<file path="src/rtl/decoder_seq.sv">
// Queued 3-to-8 decoder: codes enter a small FIFO and each one is driven on y
// as a registered one-hot word for HOLD_CYCLES enabled cycles.
module decoder_seq #(
  parameter int unsigned HOLD_CYCLES = 4,
  parameter int unsigned DEPTH       = 4
) (
  input  logic                     clk,
  input  logic                     rst,
  input  logic                     enable,
  input  logic                     in_valid,
  input  logic [2:0]               in_code,
  output logic                     in_ready,
  output logic [7:0]               y,
  output logic                     y_valid,
  output logic [$clog2(DEPTH):0]   level
);

  localparam int unsigned AW = $clog2(DEPTH);
  localparam int unsigned LW = AW + 1;
  localparam logic [7:0]    HOLD_LOAD  = 8'(HOLD_CYCLES - 1);
  localparam logic [LW-1:0] FULL_LEVEL = LW'(DEPTH);

  typedef enum logic {
    IDLE,
    DRIVE
  } state_t;

  logic [2:0]    mem_q [DEPTH];
  logic [AW-1:0] wr_ptr_q, rd_ptr_q;
  logic [LW-1:0] level_q, level_d;
  state_t        state_q, state_d;
  logic [7:0]    cnt_q, cnt_d;
  logic [2:0]    code_q, code_d;
  logic [7:0]    y_q, y_d;
  logic          push, pop;
  logic [2:0]    head_code;

  // in_ready comes from the registered level only, so there is no path from in_valid.
  assign in_ready  = (level_q != FULL_LEVEL);
  assign push      = in_valid && in_ready;
  assign head_code = mem_q[rd_ptr_q];

  // NOTE: every signal driven here gets a default first so no latch is inferred.
  always_comb begin
    state_d = state_q;
    cnt_d   = cnt_q;
    code_d  = code_q;
    y_d     = y_q;
    pop     = 1'b0;
    unique case (state_q)
      IDLE: begin
        y_d = '0;
        if (enable && level_q != '0) begin
          pop     = 1'b1;
          code_d  = head_code;
          y_d     = 8'b1 << head_code;
          cnt_d   = HOLD_LOAD;
          state_d = DRIVE;
        end
      end
      DRIVE: begin
        if (!enable) begin
          // Gate the output but keep the counter and code for resumption.
          y_d = '0;
        end else if (cnt_q != '0) begin
          cnt_d = cnt_q - 8'd1;
          y_d   = 8'b1 << code_q;
        end else if (level_q != '0) begin
          pop    = 1'b1;
          code_d = head_code;
          y_d    = 8'b1 << head_code;
          cnt_d  = HOLD_LOAD;
        end else begin
          y_d     = '0;
          state_d = IDLE;
        end
      end
      default: state_d = IDLE;
    endcase
  end

  always_comb begin
    level_d = level_q;
    unique case ({push, pop})
      2'b10:   level_d = level_q + LW'(1);
      2'b01:   level_d = level_q - LW'(1);
      default: level_d = level_q;
    endcase
  end

  // NOTE: state registers use non-blocking assignments so all flops update together.
  always_ff @(posedge clk or posedge rst) begin
    if (rst) begin
      state_q  <= IDLE;
      cnt_q    <= '0;
      code_q   <= '0;
      y_q      <= '0;
      wr_ptr_q <= '0;
      rd_ptr_q <= '0;
      level_q  <= '0;
    end else begin
      state_q <= state_d;
      cnt_q   <= cnt_d;
      code_q  <= code_d;
      y_q     <= y_d;
      level_q <= level_d;
      if (push) wr_ptr_q <= wr_ptr_q + AW'(1);
      if (pop)  rd_ptr_q <= rd_ptr_q + AW'(1);
    end
  end

  // NOTE: the storage array has no reset; reset pointers make stale entries unreachable.
  always_ff @(posedge clk) begin
    if (push) mem_q[wr_ptr_q] <= in_code;
  end

  assign y       = y_q;
  assign y_valid = (y_q != '0);
  assign level   = level_q;

endmodule

</file>
<file path="config.mk">
export PLATFORM = sky130hd
export DESIGN_NAME = decoder_seq
export DESIGN_NICKNAME = d
export VERILOG_FILES = /design/src/rtl/decoder_seq.sv
export SDC_FILE = /design/constraint.sdc
export NUM_CORES = 1
export LEC_CHECK = 0
export BUFFER_PORTS_ARGS = -buffer_cell sky130_fd_sc_hd__buf_4
export CAP_MARGIN = 25
export CELL_PAD_IN_SITES_DETAIL_PLACEMENT = 0
export CELL_PAD_IN_SITES_GLOBAL_PLACEMENT = 1
export CORE_MARGIN = 8
export CORE_UTILIZATION = 42
export DETAILED_ROUTE_END_ITERATION = 8
export GPL_TIMING_DRIVEN = 0
export HOLD_SLACK_MARGIN = 0.05
export PLACE_DENSITY_LB_ADDON = 0.1
export SYNTH_ARGS = -nofsm -noshare
export SYNTH_HDL_FRONTEND = slang
export SYNTH_SLANG_ARGS = --single-unit
</file>
<file path="constraint.sdc">
create_clock -name clk -period 2.9 [get_ports clk]
set_clock_uncertainty 0.05 [all_clocks]
set_input_delay 0.145 -clock clk [delete_from_list [all_inputs] [get_ports clk]]
set_output_delay 0.145 -clock clk [all_outputs]
set_load 0.05 [all_outputs]
</file>
==> impl_metrics.py, run 1 <==
metrics = {
    "pwr": {
        "p_sw_share_pct": 42.69,
        "p_seq_share_pct": 38.4,
        "p_int_mw": 1.347,
        "irDropWorstVdd_uv": 363.8,
        "power_density_nw_per_um2": 1030,
        "clkPwrFrac_pct": 15.5,
        "total_leakage_power_nw": 0.9673,
        "power_mw": 2.350,
        "p_comb_share_pct": 46.2,
        "p_switching_mw": 1.003,
    },
    "placed_design": {
        "gp_congestion": 0.7795,
        "numPortBuffers": 18,
        "dp_hpwl_um": 2755,
        "pre_cts_ws_ps": -163.6,
    },
    "synth": {
        "async_flop_share_pct": 69.23,
        "synth_enable_flop_cells": 12,
        "ys_ff_latch": 39,
        "syn_inst": 157,
        "synth_nets": 172,
        "synth_cell_types": 46,
        "yosys_warnings": 0,
        "synth_area_per_cell_um2": 12.23,
        "synth_top_area_cell": "dfrtp_1",
        "ys.flop_type": "dfrtp_1",
        "seq_area_frac_synth_pct": 53.98,
        "syn_area_um2": 1919,
        "yosysMostFrequentCell": "dfrtp_1",
        "synth_top_area_share_pct": 35.20,
        "synth.area.top_cells": "dfrtp_1 35%, edfxtp_1 19%, ha_1 4.6%, mux4_2 2.3%, nand3_1 2.1%",
        "synthTopCellsByCount": "27 x dfrtp_1, 12 x edfxtp_1, 10 x inv_1",
    },
    "timing": {
        "finalSetupViolations": 0,
        "max_slew_margin_pct": 51.95,
        "finalCriticalPeriod_ps": 2666,
        "rsz0062_at_grt": "false",
        "fin_ws_ps": 234.3,
        "tightest_slew_ps": 714.6,
        "slew_viol_final": 0,
        "max_freq_mhz": 375.1,
        "holdWs_ps": 146.7,
        "finalCritPeriodShare_pct": 91.92,
        "final.setup.tns_ps": 0,
        "hold_viol_final": 0,
    },
    "floorplanning": {
        "io_pins": 20,
        "die_area_um2": 6989,
        "fp-row-count": 24,
        "die_w_um": 83.60,
        "initial_core_util_pct": 43.78,
        "core_um2": 4384,
        "fp.dieH_um": 83.60,
    },
    "drt": {
        "finalWirelength_um": 3725,
        "antenna_left": 0,
        "wl_per_cell_um": 15.52,
        "drt_iter0_drc": 69,
        "drc": 0,
        "vias_per_cell": 5.396,
        "firstDrtPassIters": 4,
        "via_count": 1295,
    },
    "grt": {
        "overflow": 0,
        "grt_pass1_vias": 1380,
        "grt_use_total_pct": 11.09,
        "antenna_found_initial": 0,
        "grt_pass1_wl_um": 6348,
        "grt_max_degree": 28,
    },
    "critical_path": {
        "critPathKind": "reg2reg",
        "cp-end-kind": "flop",
        "start_kind": "flop",
        "crit_arrival_ps": 2830,
        "worst-path-max-fanout": 8,
        "crit_required_ps": 3070,
    },
    "cts": {
        "clock_path_buffers": 2,
        "h-tree-depth": 2,
        "cts_tree": "yes",
        "clk_latency_ps": 290,
        "clkTransAtPathRegs_ps": 80,
        "cts_buffers": 5,
        "clock-sinks": 39,
        "cts-root-buf": "clkbuf_8",
    },
    "cells_and_area": {
        "nNetsFinal": 202,
        "synthToLayoutAreaGrowth_pct": 18.90,
        "antenna_cells": 0,
        "layout-drive-gt1-share_pct": 24.47,
    },
    "run_status": {
        "status": "complete, no violations",
    },
    "min_path": {
        "min_path_type": "in2reg",
    },
    "job": {
        "max_cap_violations": 0,
    },
}
-- power by group through the flow --
stage	Clock, mW	Sequential [mW]	Combinational (mW)
global placement	0	0.903	1.05
global route	0.400	0.930	1.19
CTS	0.374	0.902	1.09
floorplan	0	1.03	0.676
detailed placement	0	0.911	1.08
finish	0.363	0.902	1.09
-- worst max-delay path, cell delays in order, from the launching register on --
cell and delay, ps:
dfrtp_1 380, inv_1 120, ha_1 190, or3b_4 440, o21a_4 260, nor2_4 110
ha_1 190, inv_1 60, fa_1 370, xor2_1 150, nor2_1 110, xor2_1 150
-- sequential cells by signal, indices dropped and copies added (netlist names) --
name / cells
state_q: 1
mem_q: 12
code_q: 3
rd_ptr_q: 2
wr_ptr_q: 2
y: 8
level: 3
cnt_q: 8
-- repair_timing --
item | in CTS | in global routing
setup endpoints to repair | 2 | 1
buffers inserted | 1 | 0
endpoints found under the hold margin | 12 | 10
resized for setup | 0 | 1
pin swaps | 1 | 0
hold buffers | 3 | 1
-- cells by family after synthesis --
kind of cell	Yosys count	synth area share, %
xor+xnor	6	2.738
fa+ha+maj	8	5.606
flops	39	53.98
mux	7	5.997
buf+inv	15	3.911
compound gates	38	14.15
simple gates	44	13.62
-- per-layer routing --
metal / part of all wire [%] / track usage, %
met5: 0 / 0
met4: 1.8 / 5.338
met3: 4.0 / 3.809
met2: 50 / 19.23
met1: 44 / 11.68
-- placed cells by master, fill, tap and decap left out, types with 2 or more instances in the layout --
cell type	instances
and3_1	4
xor2_1	3
nand2_1	8
a21boi_0	2
edfxtp_1	12
nand4b_1	2
o32ai_1	2
nor4_1	3
or2_2	2
xnor2_1	3
nor2_1	4
clkbuf_8	6
nand3_1	8
a21o_1	3
or2b_2	2
nand2b_1	2
mux4_2	2
a21oi_1	7
dfrtp_1	27
ha_1	7
and2_1	3
o21ai_0	8
o31ai_1	2
o2111ai_1	2
inv_1	10
o22ai_1	5
mux2_2	3
dlygate4sd3_1	4
buf_4	19
-- metrics by stage --
step,area (µm²),utilization (%),instances
floorplan,1919,-,157
global placement,2120,48.34,227
detailed placement,2120,48.34,227
CTS,2242,51.14,238
global route,2282,52.05,240
finish,2282,52.05,240
-- worst paths after layout --
| path | end | slack, ps | start | cells past startpoint |
|---|---|---|---|---|
| max | level[2] | 230 | cnt_q[0] | 11 |
| min | state_q | 150 | enable | 4 |
| max reg2reg | level[2] | 230 | cnt_q[0] | 11 |
| min reg2reg | code_q[2] | 490 | code_q[2] | 1 |
| max in group asynchronous | y[1] | 1940 | rst | 4 |
| min in group asynchronous | cnt_q[5] | 400 | rst | 3 |
-- area by class of cell --
class,count,area (µm²)
repair buffers,24,210.2
well taps,52,65.06
flip-flops and latches,39,1036
inverters,10,37.54
multi-input cells,103,810.8
plain buffers,4,33.78
clock inverters,3,20.02
fillers,387,2102
clock buffers,5,68.82
(Power assumes the default switching activity.)
==> run 2: changes to the inputs <==
--- a/config.mk
+++ b/config.mk
@@ -10,11 +10,12 @@
 export CELL_PAD_IN_SITES_DETAIL_PLACEMENT = 0
 export CELL_PAD_IN_SITES_GLOBAL_PLACEMENT = 1
 export CORE_MARGIN = 8
-export CORE_UTILIZATION = 42
+export CORE_UTILIZATION = 47
 export DETAILED_ROUTE_END_ITERATION = 8
 export GPL_TIMING_DRIVEN = 0
 export HOLD_SLACK_MARGIN = 0.05
 export PLACE_DENSITY_LB_ADDON = 0.1
+export REMOVE_ABC_BUFFERS = 1
 export SYNTH_ARGS = -nofsm -noshare
 export SYNTH_HDL_FRONTEND = slang
 export SYNTH_SLANG_ARGS = --single-unit
==> constraint.sdc (replaced) <==
create_clock -name clk -period 2.5 [get_ports clk]
set_clock_uncertainty 0.05 [all_clocks]
set_input_delay 0.125 -clock clk [delete_from_list [all_inputs] [get_ports clk]]
set_output_delay 0.125 -clock clk [all_outputs]
set_load 0.05 [all_outputs]
==> run 2 against run 1 <==
Net effect: power rose by 25%; flip-flop and latch count did not move; sequential power rose by 19%; critical path depth did not move; first-iteration DRC count rose by 48%; final cell count rose by 2.9%; clock-buffer cell count did not move; routed wire length rose by 5.2%; register-to-register slack got worse by 170 ps; cell area rose by 5.2%; combinational power rose by 25%; die area fell by 8.6%; critical path type unchanged; critical endpoint unchanged; highest routed layer unchanged.
==> impl_metrics.py, run 2 (synthesis results as in run 1) <==
metrics = {
    "placed_design": {
        "gp_congestion": 0.7776,
        "dp_hpwl_um": 2713,
        "numPortBuffers": 19,
    },
    "critical_path": {
        "crit_path_cell_trace": "inv_2 -> ha_4 -> or3b_4 -> o21a_4 -> nor2_4 -> ha_4 -> inv_2 -> fa_2 -> xor2_1 -> nor2_1 -> xor2_1",
        "reg2reg_depth": 11,
        "crit_buf_inv": 2,
        "worst-path-max-fanout": 3,
        "start_kind": "flop",
        "r2r_start": "cnt_q[1]",
        "slowest_delay_ps": 390,
        "cpMaxStageDelayCell": "dfrtp_1",
        "crit_arrival_ps": 2610,
        "path_depth": 11,
        "critPathLaunch": "cnt_q[1]",
        "crit_required_ps": 2670,
        "critPathKind": "reg2reg",
        "cp-end-kind": "flop",
        "cp_top_family": "adder cells",
    },
    "grt": {
        "grt_use_total_pct": 13.19,
        "grt_max_degree": 28,
        "overflow": 0,
        "antenna_found_initial": 0,
        "grt_pass1_wl_um": 6486,
        "grt_pass1_vias": 1360,
    },
    "cts": {
        "cts-root-buf": "clkbuf_8",
        "clock_path_buffers": 2,
        "clock-sinks": 39,
        "clkTransAtPathRegs_ps": 80,
        "clk_latency_ps": 290,
        "h-tree-depth": 2,
        "cts_buffers": 5,
        "cts_tree": "yes",
    },
    "floorplanning": {
        "fp-row-count": 23,
        "die_area_um2": 6385,
        "core_um2": 3971,
        "io_pins": 20,
        "die_w_um": 79.91,
        "fp.dieH_um": 79.91,
        "initial_core_util_pct": 48.33,
    },
    "pwr": {
        "irDropWorstVdd_uv": 679.4,
        "total_leakage_power_nw": 1.023,
        "power_mw": 2.947,
        "power_density_nw_per_um2": 1227,
    },
    "drt": {
        "finalWirelength_um": 3918,
        "antenna_left": 0,
        "via_count": 1346,
        "firstDrtPassIters": 4,
        "vias_per_cell": 5.449,
        "drt_iter0_drc": 102,
        "wl_per_cell_um": 15.86,
        "drc": 0,
    },
    "min_path": {
        "hp-start": "enable",
        "min_path_type": "in2reg",
        "holdPathStages": 3,
    },
    "timing": {
        "rsz0062_at_grt": "true",
        "final.setup.tns_ps": 0,
        "finalCritPeriodShare_pct": 97.53,
        "finalCriticalPeriod_ps": 2438,
        "holdWs_ps": 124.0,
        "finalSetupViolations": 0,
        "hold_viol_final": 0,
        "tightest_slew_ps": 977.3,
        "slew_viol_final": 0,
        "max_slew_margin_pct": 34.46,
        "max_freq_mhz": 410.1,
    },
    "job": {
        "max_cap_violations": 0,
    },
    "cells_and_area": {
        "synthToLayoutAreaGrowth_pct": 25.10,
        "regMostFlops": "mem_q",
        "largest_reg_flops": 12,
        "postLayoutCoreUtil_pct": 60.46,
        "layout-drive-gt1-share_pct": 32.99,
        "final_cell_mix": "32 x buf_4, 26 x dfrtp_1, 12 x edfxtp_1",
        "layout.cells.most_common": "buf_4",
        "nNetsFinal": 211,
        "antenna_cells": 0,
    },
    "run_status": {
        "status": "complete, no violations",
    },
}
[run 2: layer usage]
metal  global-route usage, %  up-vias  wire length (µm)
li1                        -      661                 -
met1                   15.15      647              1675
met2                   21.42       34              1962
met3                   4.842        4               220
met4                   5.818        0                59
met5                       0        -                 0
[run 2: path summary, 6_finish.rpt]
kind / to / slack [ps]
min reg2reg: code_q[2] / 500
max reg2reg: level[2] / 60
min in group asynchronous: state_q / 290
min: cnt_q[3] / 120
max: level[2] / 60
max in group asynchronous: cnt_q[4] / 1710
[run 2: what timing repair did]
item,in CTS,in global routing
setup buffers,4,9
cloned,0,0
gates resized for setup,5,5
hold endpoints to repair,12,27
endpoints found under the setup margin,2,1
hold buffers,3,1
pin swaps,3,6
[run 2: tightest hold or removal path: cells and delay by family]
kind | cells | cell delay (ps)
buf+inv | 1 | 150
simple gates | 1 | 80
compound gates | 1 | 70
[run 2: power breakdown]
group	total [mW]	internal, mW	leakage (nW)	switching [mW]
Combinational	1.36	0.573	0.519	0.783
Sequential	1.07	0.872	0.446	0.195
Clock	0.523	0.297	0.0581	0.226
Total	2.95	1.74	1.02	1.20
[run 2: through the flow]
step                instance area (µm²)  setup WS [ps]  cells
floorplan                          1882         -294.0    152
global placement                   2087         -404.6    221
detailed placement                 2092         -415.1    221
CTS                                2280          14.29    236
global route                       2401         -32.89    247
finish                             2401          61.64    247
[run 2: cell type report]
| type | count | area, µm² |
|---|---|---|
| Fill cell | 336 | 1570 |
| Sequential cell | 39 | 1037 |
| Multi-Input combinational cell | 103 | 843.3 |
| Timing Repair Buffer | 37 | 307.8 |
| Clock buffer | 5 | 68.82 |
| Tap cell | 50 | 62.56 |
| Clock inverter | 3 | 43.79 |
| Inverter | 10 | 37.54 |
==> run 3: changes to the inputs <==
==> constraint.sdc (replaced) <==
create_clock -name clk -period 2.5 [get_ports clk]
set_clock_uncertainty 0.05 [all_clocks]
set_input_delay 0.5 -clock clk [delete_from_list [all_inputs] [get_ports clk]]
set_output_delay 0.5 -clock clk [all_outputs]
set_load 0.05 [all_outputs]
==> run 3 against run 2 <==
Net effect: sequential power barely moved; routed wire length decreased by 0.87%; die area is the same; highest routed layer unchanged; critical path type unchanged; clock power about the same; critical endpoint unchanged; via count fell by 0.97%.
==> impl_metrics.py, run 3 (synthesis results as in run 1) <==
metrics = {
    "pwr": {
        "power_density_nw_per_um2": 1246,
        "p_switching_mw": 1.203,
        "p_seq_share_pct": 36.3,
        "p_int_mw": 1.739,
        "total_leakage_power_nw": 1.006,
        "p_sw_share_pct": 40.89,
        "p_comb_share_pct": 45.9,
        "irDropWorstVdd_uv": 679.6,
        "clkPwrFrac_pct": 17.8,
    },
    "timing": {
        "max_freq_mhz": 410.1,
        "tightest_slew_ps": 977.1,
        "fin_ws_ps": 61.64,
        "max_slew_margin_pct": 34.47,
        "hold_viol_final": 0,
        "slew_viol_final": 0,
        "holdWs_ps": 103.2,
        "finalCriticalPeriod_ps": 2438,
        "finalCritPeriodShare_pct": 97.53,
        "rsz0062_at_grt": "true",
        "finalSetupViolations": 0,
    },
    "placed_design": {
        "dp_hpwl_um": 2713,
        "pre_cts_ws_ps": -415.1,
        "gp_congestion": 0.7776,
        "numPortBuffers": 19,
    },
    "critical_path": {
        "reg2reg_depth": 11,
        "critPathLaunch": "cnt_q[1]",
        "crit_arrival_ps": 2610,
        "critPathKind": "reg2reg",
        "cp-end-kind": "flop",
        "start_kind": "flop",
        "worst-path-max-fanout": 3,
        "r2r_start": "cnt_q[1]",
        "endpoint": "level[2]",
        "worst-r2r-setup-slack_ps": 60,
        "crit_required_ps": 2670,
        "worstReg2RegEnd": "level[2]",
    },
    "cells_and_area": {
        "synthToLayoutAreaGrowth_pct": 23.01,
        "regMostFlops": "mem_q",
        "multi_input_area_um2": 843.3,
        "antenna_cells": 0,
        "area.sequential_um2": 1037,
        "postLayoutCoreUtil_pct": 59.45,
        "layout-drive-gt1-share_pct": 33.68,
        "final_cell_mix": "32 x buf_4, 26 x dfrtp_1, 12 x edfxtp_1",
        "largest_reg_flops": 12,
        "layout.cells.most_common": "buf_4",
        "n_fill_cell": 342,
        "nNetsFinal": 207,
    },
    "cts": {
        "cts_tree": "yes",
        "clock-sinks": 39,
        "h-tree-depth": 2,
        "clock_path_buffers": 2,
        "clk_latency_ps": 290,
        "clkTransAtPathRegs_ps": 80,
        "cts-root-buf": "clkbuf_8",
        "cts_buffers": 5,
    },
    "drt": {
        "via_count": 1333,
        "antenna_left": 0,
        "vias_per_cell": 5.486,
        "wl_per_cell_um": 15.98,
        "drt_iter0_drc": 99,
        "firstDrtPassIters": 4,
        "finalWirelength_um": 3884,
        "drc": 0,
    },
    "floorplanning": {
        "die_area_um2": 6385,
        "fp.dieH_um": 79.91,
        "core_um2": 3971,
        "io_pins": 20,
        "initial_core_util_pct": 48.33,
        "fp-row-count": 23,
        "die_w_um": 79.91,
    },
    "grt": {
        "grt_util_met2_pct": 21.26,
        "use_met3_pct": 4.730,
        "grt_use_total_pct": 13.09,
        "grt_pass1_vias": 1346,
        "grt_pass1_wl_um": 6430,
        "grt_max_degree": 28,
        "overflow": 0,
        "grt_util_met1_pct": 15.08,
        "antenna_found_initial": 0,
        "busiest_layer": "met2",
    },
    "job": {
        "max_cap_violations": 0,
    },
    "run_status": {
        "status": "complete, no violations",
    },
    "min_path": {
        "min_path_type": "in2async",
    },
}
run 3: final cells by class:
type | count | share of cell area [%]
sequential | 39 | 43.93
multi-input combinational | 103 | 35.72
timing repair buffer | 33 | 11.34
clock buffer | 5 | 2.915
tap | 50 | 2.650
clock inverter | 3 | 1.855
inverter | 10 | 1.590
run 3: worst min path at each step:
| stage | from | end | slack [ps] |
|---|---|---|---|
| finish | rst | state_q | 100 |
| CTS | in_code[2] | mem_q[0][2] | 350 |
| detailed placement | code_q[2] | code_q[2] | 490 |
| global placement | code_q[2] | code_q[2] | 470 |
| floorplan | code_q[2] | code_q[2] | 450 |
| global route | rst | cnt_q[2] | 110 |
run 3: power by group through the flow:
stage          registers [mW]  clock network [mW]  logic [mW]
3_3_place_gp             1.06                   0        1.16
4_1_cts                  1.07               0.536        1.25
6_report                 1.07               0.523        1.35
5_1_grt                  1.10               0.558        1.48
3_5_place_dp             1.08                   0        1.20
2_1_floorplan            1.21                   0       0.734
run 3: per-layer routing:
layer,up-vias,wire [µm]
met3,4,222
met5,-,0
met2,34,1945
li1,653,-
met4,0,59
met1,642,1656
run 3: metrics by stage:
| step | TNS, ps | cells | power (mW) | instance area (µm²) |
|---|---|---|---|---|
| 2_1_floorplan | -418.1 | 152 | 1.944 | 1882 |
| 3_3_place_gp | -812.4 | 221 | 2.221 | 2087 |
| 3_5_place_dp | -645.7 | 221 | 2.284 | 2092 |
| 4_1_cts | 0 | 233 | 2.857 | 2250 |
| 5_1_grt | -32.89 | 243 | 3.144 | 2361 |
| 6_report | 0 | 243 | 2.941 | 2361 |
run 3: worst max-delay path, cell delays in order, from the launching register on:
cell and delay, ps:
dfrtp_1 390, inv_2 100, ha_4 140, or3b_4 380
o21a_4 210, nor2_4 140, ha_4 160, inv_2 40
fa_2 350, xor2_1 140, nor2_1 130, xor2_1 150
run 3: repair_timing:
action	CTS	global route
setup endpoints to repair	2	1
pin swaps	3	6
resized for setup	5	5
buffers inserted	4	9
gates cloned	0	0
endpoints found under the hold margin	0	0
hold buffers	0	0
